==> config.mk <==
export PLATFORM = sky130hd
export DESIGN_NAME = rr_decode_arbiter_4_flat
export DESIGN_NICKNAME = d
export VERILOG_FILES = /design/src/rtl/rr_decode_arbiter_4_if.sv /design/src/rtl/rr_decode_arbiter_4.sv /design/src/flat_wrapper.sv
export SDC_FILE = /design/constraint.sdc
export NUM_CORES = 1
export LEC_CHECK = 0
export ABC_CLOCK_PERIOD_IN_PS = 1700
export CORE_AREA = 2 2 39 41
export CTS_CLUSTER_DIAMETER = 200
export DETAILED_ROUTE_END_ITERATION = 10
export DIE_AREA = 0 0 41 43
export PLACE_DENSITY = 0.74
export RECOVER_POWER = 50
export SETUP_SLACK_MARGIN = 0.3
export SLEW_MARGIN = 20
export SYNTH_ARGS = -nofsm -noshare
export SYNTH_HDL_FRONTEND = slang
export SYNTH_SLANG_ARGS = --single-unit
==> constraint.sdc <==
create_clock -name clk -period 1.7 [get_ports clk]
set_input_delay 0.51 -clock clk [delete_from_list [all_inputs] [get_ports clk]]
set_output_delay 0.51 -clock clk [all_outputs]
set_load 0.05 [all_outputs]
==> src/rtl/rr_decode_arbiter_4_if.sv <==
// Request/grant bundle between requesters (master) and the round-robin arbiter (slave).
interface rr_decode_arbiter_4_if;
  logic [3:0] req;
  logic       done;
  logic [3:0] gnt;
  logic [1:0] gnt_idx;
  logic       gnt_valid;
  logic       timeout;

  modport master (
    output req,
    output done,
    input  gnt,
    input  gnt_idx,
    input  gnt_valid,
    input  timeout
  );

  modport slave (
    input  req,
    input  done,
    output gnt,
    output gnt_idx,
    output gnt_valid,
    output timeout
  );
endinterface

==> src/rtl/rr_decode_arbiter_4.sv <==
// Round-robin arbiter for four requesters sharing one 2x4-decoded resource.
// Define TIMEOUT_EN to force a grant off after MAX_HOLD cycles; otherwise grants are held until released.
module rr_decode_arbiter_4 #(
  parameter int MAX_HOLD = 15,
  parameter int CNT_W    = 4
) (
  input  logic                 clk,
  input  logic                 rst_n,
  rr_decode_arbiter_4_if.slave bus
);

  typedef enum logic {
    IDLE,
    GRANT
  } state_t;

  state_t     state;
  logic [1:0] ptr;
  logic [1:0] winner;
  logic       release_now;
  logic       force_off;

  // Reject configurations where the hold limit cannot be reached by the counter.
  if (MAX_HOLD < 1 || MAX_HOLD > (2 ** CNT_W) - 1) begin : g_bad_max_hold
    $error("rr_decode_arbiter_4: MAX_HOLD out of range for CNT_W");
  end

  // Scan downwards so the candidate closest to ptr is the one that sticks.
  always_comb begin
    winner = ptr;
    for (int k = 3; k >= 0; k--) begin
      if (bus.req[ptr + 2'(k)]) begin
        winner = ptr + 2'(k);
      end
    end
  end

  assign release_now = bus.done || !bus.req[bus.gnt_idx];

`ifdef TIMEOUT_EN
  localparam logic [CNT_W-1:0] HOLD_LAST = CNT_W'(MAX_HOLD - 1);

  logic [CNT_W-1:0] hold_cnt;

  assign force_off = (state == GRANT) && (hold_cnt == HOLD_LAST) && !release_now;

  always_ff @(posedge clk or negedge rst_n) begin
    if (!rst_n) begin
      hold_cnt <= '0;
    end else if (state == IDLE) begin
      hold_cnt <= '0;
    end else if (hold_cnt != '1) begin
      hold_cnt <= hold_cnt + 1'b1;
    end
  end
`else
  assign force_off = 1'b0;
`endif

  // A forced release takes the normal release path; timeout only flags which one it was.
  always_ff @(posedge clk or negedge rst_n) begin
    if (!rst_n) begin
      state         <= IDLE;
      ptr           <= 2'd0;
      bus.gnt       <= 4'b0000;
      bus.gnt_idx   <= 2'd0;
      bus.gnt_valid <= 1'b0;
      bus.timeout   <= 1'b0;
    end else begin
      bus.timeout <= 1'b0;
      case (state)
        IDLE: begin
          if (|bus.req) begin
            state         <= GRANT;
            bus.gnt_idx   <= winner;
            bus.gnt       <= 4'b0001 << winner;
            bus.gnt_valid <= 1'b1;
          end
        end
        GRANT: begin
          if (release_now || force_off) begin
            state         <= IDLE;
            bus.gnt       <= 4'b0000;
            bus.gnt_valid <= 1'b0;
            ptr           <= bus.gnt_idx + 2'd1;
            bus.timeout   <= force_off;
          end
        end
        default: begin
          state <= IDLE;
        end
      endcase
    end
  end

endmodule

==> src/flat_wrapper.sv <==
// flat-port wrapper written by rule: the top's interface ports become plain ports
module rr_decode_arbiter_4_flat 
#(
  parameter int MAX_HOLD = 15,
  parameter int CNT_W    = 4
)
  (clk, rst_n, bus_req, bus_done, bus_gnt, bus_gnt_idx, bus_gnt_valid, bus_timeout);
  rr_decode_arbiter_4_if bus_i ();
  input  logic clk;
  input  logic rst_n;
  input wire logic [$bits(bus_i.req)-1:0] bus_req;
  input wire logic [$bits(bus_i.done)-1:0] bus_done;
  output wire logic [$bits(bus_i.gnt)-1:0] bus_gnt;
  output wire logic [$bits(bus_i.gnt_idx)-1:0] bus_gnt_idx;
  output wire logic [$bits(bus_i.gnt_valid)-1:0] bus_gnt_valid;
  output wire logic [$bits(bus_i.timeout)-1:0] bus_timeout;
  assign bus_i.req = bus_req;
  assign bus_i.done = bus_done;
  assign bus_gnt = bus_i.gnt;
  assign bus_gnt_idx = bus_i.gnt_idx;
  assign bus_gnt_valid = bus_i.gnt_valid;
  assign bus_timeout = bus_i.timeout;
  rr_decode_arbiter_4 #(.MAX_HOLD(MAX_HOLD), .CNT_W(CNT_W)) u_core (.clk(clk), .rst_n(rst_n), .bus(bus_i));
endmodule
==> impl_results.md, run 1 <==
- R2R Setup Slk: 0.25 ns
- Maximum VDD drop: 1.02 mV
- Most frequent cells in the layout: dfrtp_1 (9), nand2_1 (6), buf_4 (6), buf_12 (5)
- Area contributors post-synth: dfrtp_1 (47%), o32ai_1 (6.5%), mux4_2 (4.2%)
- Largest net degree at the start of global routing: 14
- Io pins: 15
- F_max: 671 MHz
- 1st-iter DRT viols: 11
- Slew HR: 66.8%
- Die area: 1760 um2
- Post-synthesis xor/xnor area fraction: 1.63%
- Global route overflow: 0
- Critical path endpoint category: primary output
- Outcome: complete, no violations
- Total number of vias: 500
- Share of cells above drive strength 1: 38.5%
- Multiplexer share of the synthesized area: ~4.2%
- Max-cap violation count: 0
- Post-synthesis sequential area ratio: 46.5%
- Leakage: between 0.3 and 0.4 nW
- Max-slew violations: 0
- Worst hold path class: reg2reg
- Wirelength per Cell: between 10 and 15 um
- Startpoint types: flip-flop
- CTS Buf Count: 3
- # rows: 14
- Seq pwr share: 25.2%
- Initial antenna violation count: 0
- Synthesized area: 538 um2
- Gpl congestion: 0.792
- All-Layer GR Usage: between 10% and 20%
- Skew final: about 0.0068 ns
- Clock sink count: 10
- Post-route ant nets: 0
- WP data required: 1.19 ns
- Core ar.: ~1400 um2
- Clk Latency, worst-skew pair: about 0.27 ns
- FILL cells: 126
- Cts-stage hold buffer count: 0
- Hold Vio Cnt, Final: 0
- Final setup fails: 0
- Vias in the first global route: between 400 and 500
- Slew @ Worst Pin: 0.496 ns
- Fin cells: 94
- Simple-gate share of the synthesized area: ~14%
- Switching Share: 44.1%
- Initial Util: 38.9%
- CTS tree: done
- Vias per cell: 5.32
- Syn_nets: just over 60
- Die width: 41 um
- Worst EP arrival: 0.98 ns
- Largest family of logic cells by synthesized area: compound AO/OA/AOI/OAI gates
- DP HPWL: 873 um
- Pre-CTS setup slack: -0.357 ns
- First drt pass iteration count: 4
- Total wire length: 1270 um
- Yosys cell types: 24
- Final min period: 1.49 ns
- Cell taking the most area after synthesis: dfrtp_1
- Die Y: ~43 um
- FF/Latch Area: between 200 and 300 um2
- RSZ-0062 raised after global routing: true
- Nets@finish: 86
- Multi-input logic area: 295 um2
- H-tree depth: 1
- Commonest non-fill, non-tap cell in the layout: dfrtp_1
- Combinational power share: a little over three fifths
- Clk pwr share: 11.5%
- YS warnings: 0
- Crit Path Class: reg2out
- PwrDens: 2250 nW/um2
- Antenna diodes: 0
- First-pass GRT wire length: 1930 um
- Layout area overhead: 53.0%
- Gate Count Post-Synth: between 50 and 60
- Average cell area after synthesis: a little under 10 um2
- Placed cells: 84
- Adder-cell share of the synthesized area: 0%
- Crit-path max FO: 4
- Share of Yosys cell area claimed by the top area cell type: 46.5%
- Final worst path period share: 87.7%
- Worst-path clk slew: about 0.060 ns
- Worst setup margin: approximately 0.21 ns
- Internal power: 0.00103 W
- Clk root buf: clkbuf_4
- Drc violations: 0
- Complex-gate fraction of the synthesized area: between 20% and 30%
- Switching power: about 0.0008 W
- IO buf count: 13
- CTS Buffer Depth: 2
- Synth Register Bits: 10
==> cell usage after synthesis <==
cell type  instances
buf_4              1
conb_1             1
o32ai_1            4
nor4_1             1
nor3_1             1
dfrtp_1           10
nor2_1             4
a31oi_1            1
xnor2_1            1
a21o_1             1
o21ai_0            4
or2_2              1
a21oi_4            1
a211o_1            1
inv_1              4
nand2_1            6
buf_2              1
nor2b_1            3
a21bo_2            1
a211oi_1           2
mux4_2             1
a21oi_1            3
a21boi_0           1
o21ba_1            1
==> power groups by stage <==
stage	Sequential (W)	Combinational, W	Clock (W)
floorplan	0.000712	0.000344	0
global placement	0.000487	0.00104	0
detailed placement	0.000489	0.00106	0
CTS	0.000482	0.00115	0.000219
global route	0.000482	0.00123	0.000229
finish	0.000467	0.00117	0.000214
==> registers in the layout, summed over array words and instances, names as in the netlist <==
register              flops
u_core.state              1
u_core.bus.gnt_idx        2
u_core.bus.gnt_valid      1
u_core.bus.gnt            4
u_core.ptr                2
==> final timing paths <==
| kind | end | depth (start not counted) | startpoint |
|---|---|---|---|
| max | bus_gnt_idx[1] | 2 | u_core.bus.gnt_idx[1] |
| min | u_core.bus.gnt[2] | 2 | u_core.bus.gnt[2] |
| max reg2reg | u_core.ptr[0] | 4 | u_core.bus.gnt_idx[1] |
| min reg2reg | u_core.bus.gnt[2] | 2 | u_core.bus.gnt[2] |
| max in group asynchronous | u_core.bus.gnt_idx[1] | 1 | rst_n |
| min in group asynchronous | u_core.bus.gnt[1] | 1 | rst_n |
==> kinds of logic after synthesis <==
group	Yosys count
buffers and inverters	6
multiplexers	1
XOR/XNOR	1
flip-flops	10
other	1
AO/OA/AOI/OAI	20
AND/OR/NAND/NOR	16
==> timing repair <==
action,CTS,global route
endpoints found under the setup margin,11,12
gates cloned,1,0
gates resized for setup,18,6
pin swaps,2,4
endpoints found under the hold margin,0,0
setup buffers,2,3
==> per-stage QoR <==
| step | total power [W] | cell area (um2) | utilization, % | TNS (ns) | hold WS, ns |
|---|---|---|---|---|---|
| 5_1_grt | 0.00194 | 823 | 59.5 | 0 | 0.581 |
| 2_1_floorplan | 0.00106 | 539 | - | 0 | 0.214 |
| 4_1_cts | 0.00185 | 833 | 60.2 | 0 | 0.575 |
| 6_report | 0.00185 | 823 | 59.5 | 0 | 0.537 |
| 3_5_place_dp | 0.00154 | 762 | 55.1 | -3.26 | 0.560 |
| 3_3_place_gp | 0.00153 | 762 | 55.1 | -2.95 | 0.552 |
==> critical path, cell delays in order, from the launching register on <==
cell,delay [ns]
dfrtp_2,0.43
buf_4,0.15
buf_12,0.14
==> layer usage <==
| metal | vias to the layer above | global-route usage, % | routed length [um] |
|---|---|---|---|
| met4 | 0 | 10.0 | 27 |
| li1 | 247 | - | - |
| met5 | - | 0 | 0 |
| met3 | 4 | 5.24 | 74 |
| met2 | 17 | 22.5 | 555 |
| met1 | 232 | 22.4 | 609 |
==> final cells by class <==
type | count | area share (%)
Sequential cell | 10 | 30.5
Clock buffer | 4 | 4.41
Timing Repair Buffer | 20 | 24.9
Inverter | 4 | 1.82
Multi-Input combinational cell | 40 | 35.9
Tap cell | 16 | 2.43
Power figures use the tool's default switching activity.
==> run 2, diff against run 1 <==
Settings changed: CELL_PAD_IN_SITES_DETAIL_PLACEMENT set to 1, CELL_PAD_IN_SITES_GLOBAL_PLACEMENT set to 1, CORE_AREA 2 2 39 41 to not set, CORE_MARGIN set to 2, CORE_UTILIZATION set to 33, DIE_AREA 0 0 41 43 to not set, PLACE_DENSITY 0.74 to 0.79.
==> run 2 against run 1 <==
Sequential share of layout area shrank 0.88 points. Register-to-register slack got worse by 0.07 ns. Final area up 3.5%. Combinational power about the same. Sequential cell count did not move. Critical path type is now reg2reg. Clock power barely moved. Highest routed layer unchanged. Via count grew 1.8%. Sequential power grew 4.9%.
==> impl_results.md, run 2 (synthesis results as in run 1) <==
- Drc violations: 0 (unchanged)
- Seq pwr share: 25.9% (+0.7 points)
- 1st-iter DRT viols: 9 (-2)
- Max FFs per register: 4 (unchanged)
- Startpoint types: flip-flop
- Worst hold stages: 1 (-1)
- Initial Util: 35.3% (-3.6 points)
- WP data required: 1.89 ns (+0.70 ns)
- Internal power: 0.00103 W (-0.33%)
- Max-cap violation count: 0 (unchanged)
- R2R cell count: 4 (unchanged)
- First-pass GRT wire length: 2520 um (+31%)
- Max-slew violations: 0 (unchanged)
- Commonest non-fill, non-tap cell in the layout: dfrtp_1
- Crit-path max FO: 5 (+1)
- PwrDens: 2220 nW/um2 (-1.3%)
- First drt pass iteration count: 4 (unchanged)
- Wirelength per Cell: 16.4 um (+22%)
- Hold Vio Cnt, Final: 0 (unchanged)
- Maximum VDD drop: 1.18 mV (+16%)
- Final min period: 1.52 ns (+0.0246 ns)
- DP HPWL: 1060 um (+21%)
- Io pins: 15 (unchanged)
- Vias in the first global route: 543 (+20%)
- Critical path endpoint category: flip-flop
- R2R Setup Slk: 0.18 ns (-0.07 ns)
- Outcome: complete, no violations
- Skew final: 0.00186 ns (-0.00491 ns)
- Hold_sp: u_core.bus.gnt_idx[0]
- Die Y: 44.4 um (+3.2%)
- Clock sink count: 10 (unchanged)
- Worst-path clk slew: 0.07 ns (about the same)
- IO buf count: 13 (unchanged)
- Total wire length: 1530 um (+21%)
- Most frequent cells in the layout: dfrtp_1 (8), nand2_1 (6), buf_12 (6), buf_4 (6)
- Switching Share: 45.5% (+1.4 points)
- Biggest regs: u_core.bus.gnt: 4 flops, u_core.bus.gnt_idx: 2 flops, u_core.ptr: 2 flops
- Hold EP: u_core.ptr[0]
- Gpl congestion: 0.727 (-8.2%)
- Leakage: 0.376 nW (+0.21%)
- Slowest-stage cell, CP: mux4_2
- Biggest register: u_core.bus.gnt
- Core ar.: 1520 um2 (+10%)
- Final setup fails: 0 (unchanged)
- Combinational power share: 62.6% (-0.6 points)
- Switching power: 0.000860 W (+5.4%)
- Antenna diodes: 0 (unchanged)
- Finished Core Util: 55.9% (-3.6 points)
- Bufs and invs on worst path: 0 (-2)
- # rows: 14 (unchanged)
- All-Layer GR Usage: 18.7% (+2.0 points)
- CP max stage delay: 0.57 ns (+0.14 ns)
- Die width: 44.4 um (+8.2%)
- F_max: 660 MHz (-1.6%)
- Placed instance area: 769 um2 (+0.99%)
- Cts-stage hold buffer count: 0 (unchanged)
- Post-route ant nets: 0 (unchanged)
- Initial antenna violation count: 0 (unchanged)
- H-tree depth: 1 (unchanged)
- Worst hold path class: reg2reg
- CTS tree: done
- Clk Latency, worst-skew pair: 0.27 ns (about the same)
- Clk root buf: clkbuf_4
- CP top delay family: multiplexers
- Vias per cell: 5.47 (+2.9%)
- Total power: 0.00189 W (+2.2%)
- Total number of vias: 509 (+1.8%)
- Largest net degree at the start of global routing: 14 (unchanged)
- R2R Path End: u_core.ptr[1]
- Crit Path Class: reg2reg
- Layout area overhead: 58.4%
- Fin area: 852 um2 (+3.5%)
- Die area: 1970 um2 (+12%)
- CTS Buf Count: 3 (unchanged)
- RSZ-0062 raised after global routing: true
- Global route overflow: 0 (unchanged)
- Hold slack: 0.541 ns (+0.00409 ns)
- Cell chain of the critical path: mux4_2 > a21oi_4 > nor2_1 > a21oi_1
- Share of cells above drive strength 1: 44.2% (+5.7 points)
- Reg-to-Reg Start: u_core.bus.gnt_idx[1]
- CTS Buffer Depth: 2 (unchanged)
- Final worst path period share: 89.1% (+1.4 points)
- Nets@finish: 85 (-1.2%)
- Clk pwr share: 11.5% (about the same)
- Worst EP arrival: 1.71 ns (+0.73 ns)
run 2: cell count changes in the layout (fill, tap and decap cells not counted), sizes merged:
cell    before  now
clkbuf       7    5
buf         15   16
run 2: metrics by stage:
stage | cells | setup TNS, ns | setup slack (ns)
after floorplan | 55 | 0 | 0.138
after global placement | 85 | -3.18 | -0.360
after detailed placement | 85 | -3.55 | -0.434
after CTS | 91 | 0 | 0.188
after global routing | 93 | 0 | 0.142
final | 93 | 0 | 0.185
run 2: layout make-up:
type                            instances  area (um2)
Fill cell                             165         672
Multi-Input combinational cell         40         318
Sequential cell                        10         253
Timing Repair Buffer                   19         210
Clock buffer                            4        36.3
Tap cell                               16        20.0
Inverter                                4        15.0
run 2: worst max path at each step:
stage                     startpoint                 to  slack, ns  depth (start not counted)
6_report       u_core.bus.gnt_idx[1]      u_core.ptr[1]       0.18                          4
5_1_grt        u_core.bus.gnt_idx[1]      u_core.ptr[1]       0.14                          4
4_1_cts        u_core.bus.gnt_idx[1]      u_core.ptr[1]       0.19                          4
3_5_place_dp              bus_req[2]  u_core.bus.gnt[0]      -0.43                          5
3_3_place_gp              bus_req[3]  u_core.bus.gnt[1]      -0.36                          4
2_1_floorplan  u_core.bus.gnt_idx[1]      u_core.ptr[0]       0.14                          4
run 2: power by group through the flow:
stage	registers, W	clock network [W]	logic, W
finish	0.000490	0.000217	0.00118
detailed placement	0.000509	0	0.00103
CTS	0.000504	0.000222	0.00117
global placement	0.000509	0	0.00102
floorplan	0.000712	0	0.000344
global route	0.000508	0.000234	0.00125
run 2: worst reg2reg max path, cell delays in order (launching register included):
cell,delay [ns]
dfrtp_2,0.40
mux4_2,0.57
a21oi_4,0.25
nor2_1,0.08
a21oi_1,0.14
run 2: timing repair:
item / CTS / global route
gates resized for setup: 25 / 3
setup endpoints to repair: 12 / 11
setup buffers: 1 / 2
pin swaps: 3 / 1
endpoints found under the hold margin: 0 / 0
cloned: 1 / 0
run 2: metal layers:
metal  global-route usage, %  share of wire [%]
met4                    9.09               0.52
met5                       0                  0
met1                    24.0                 45
met3                    3.67                3.1
met2                    30.0                 51
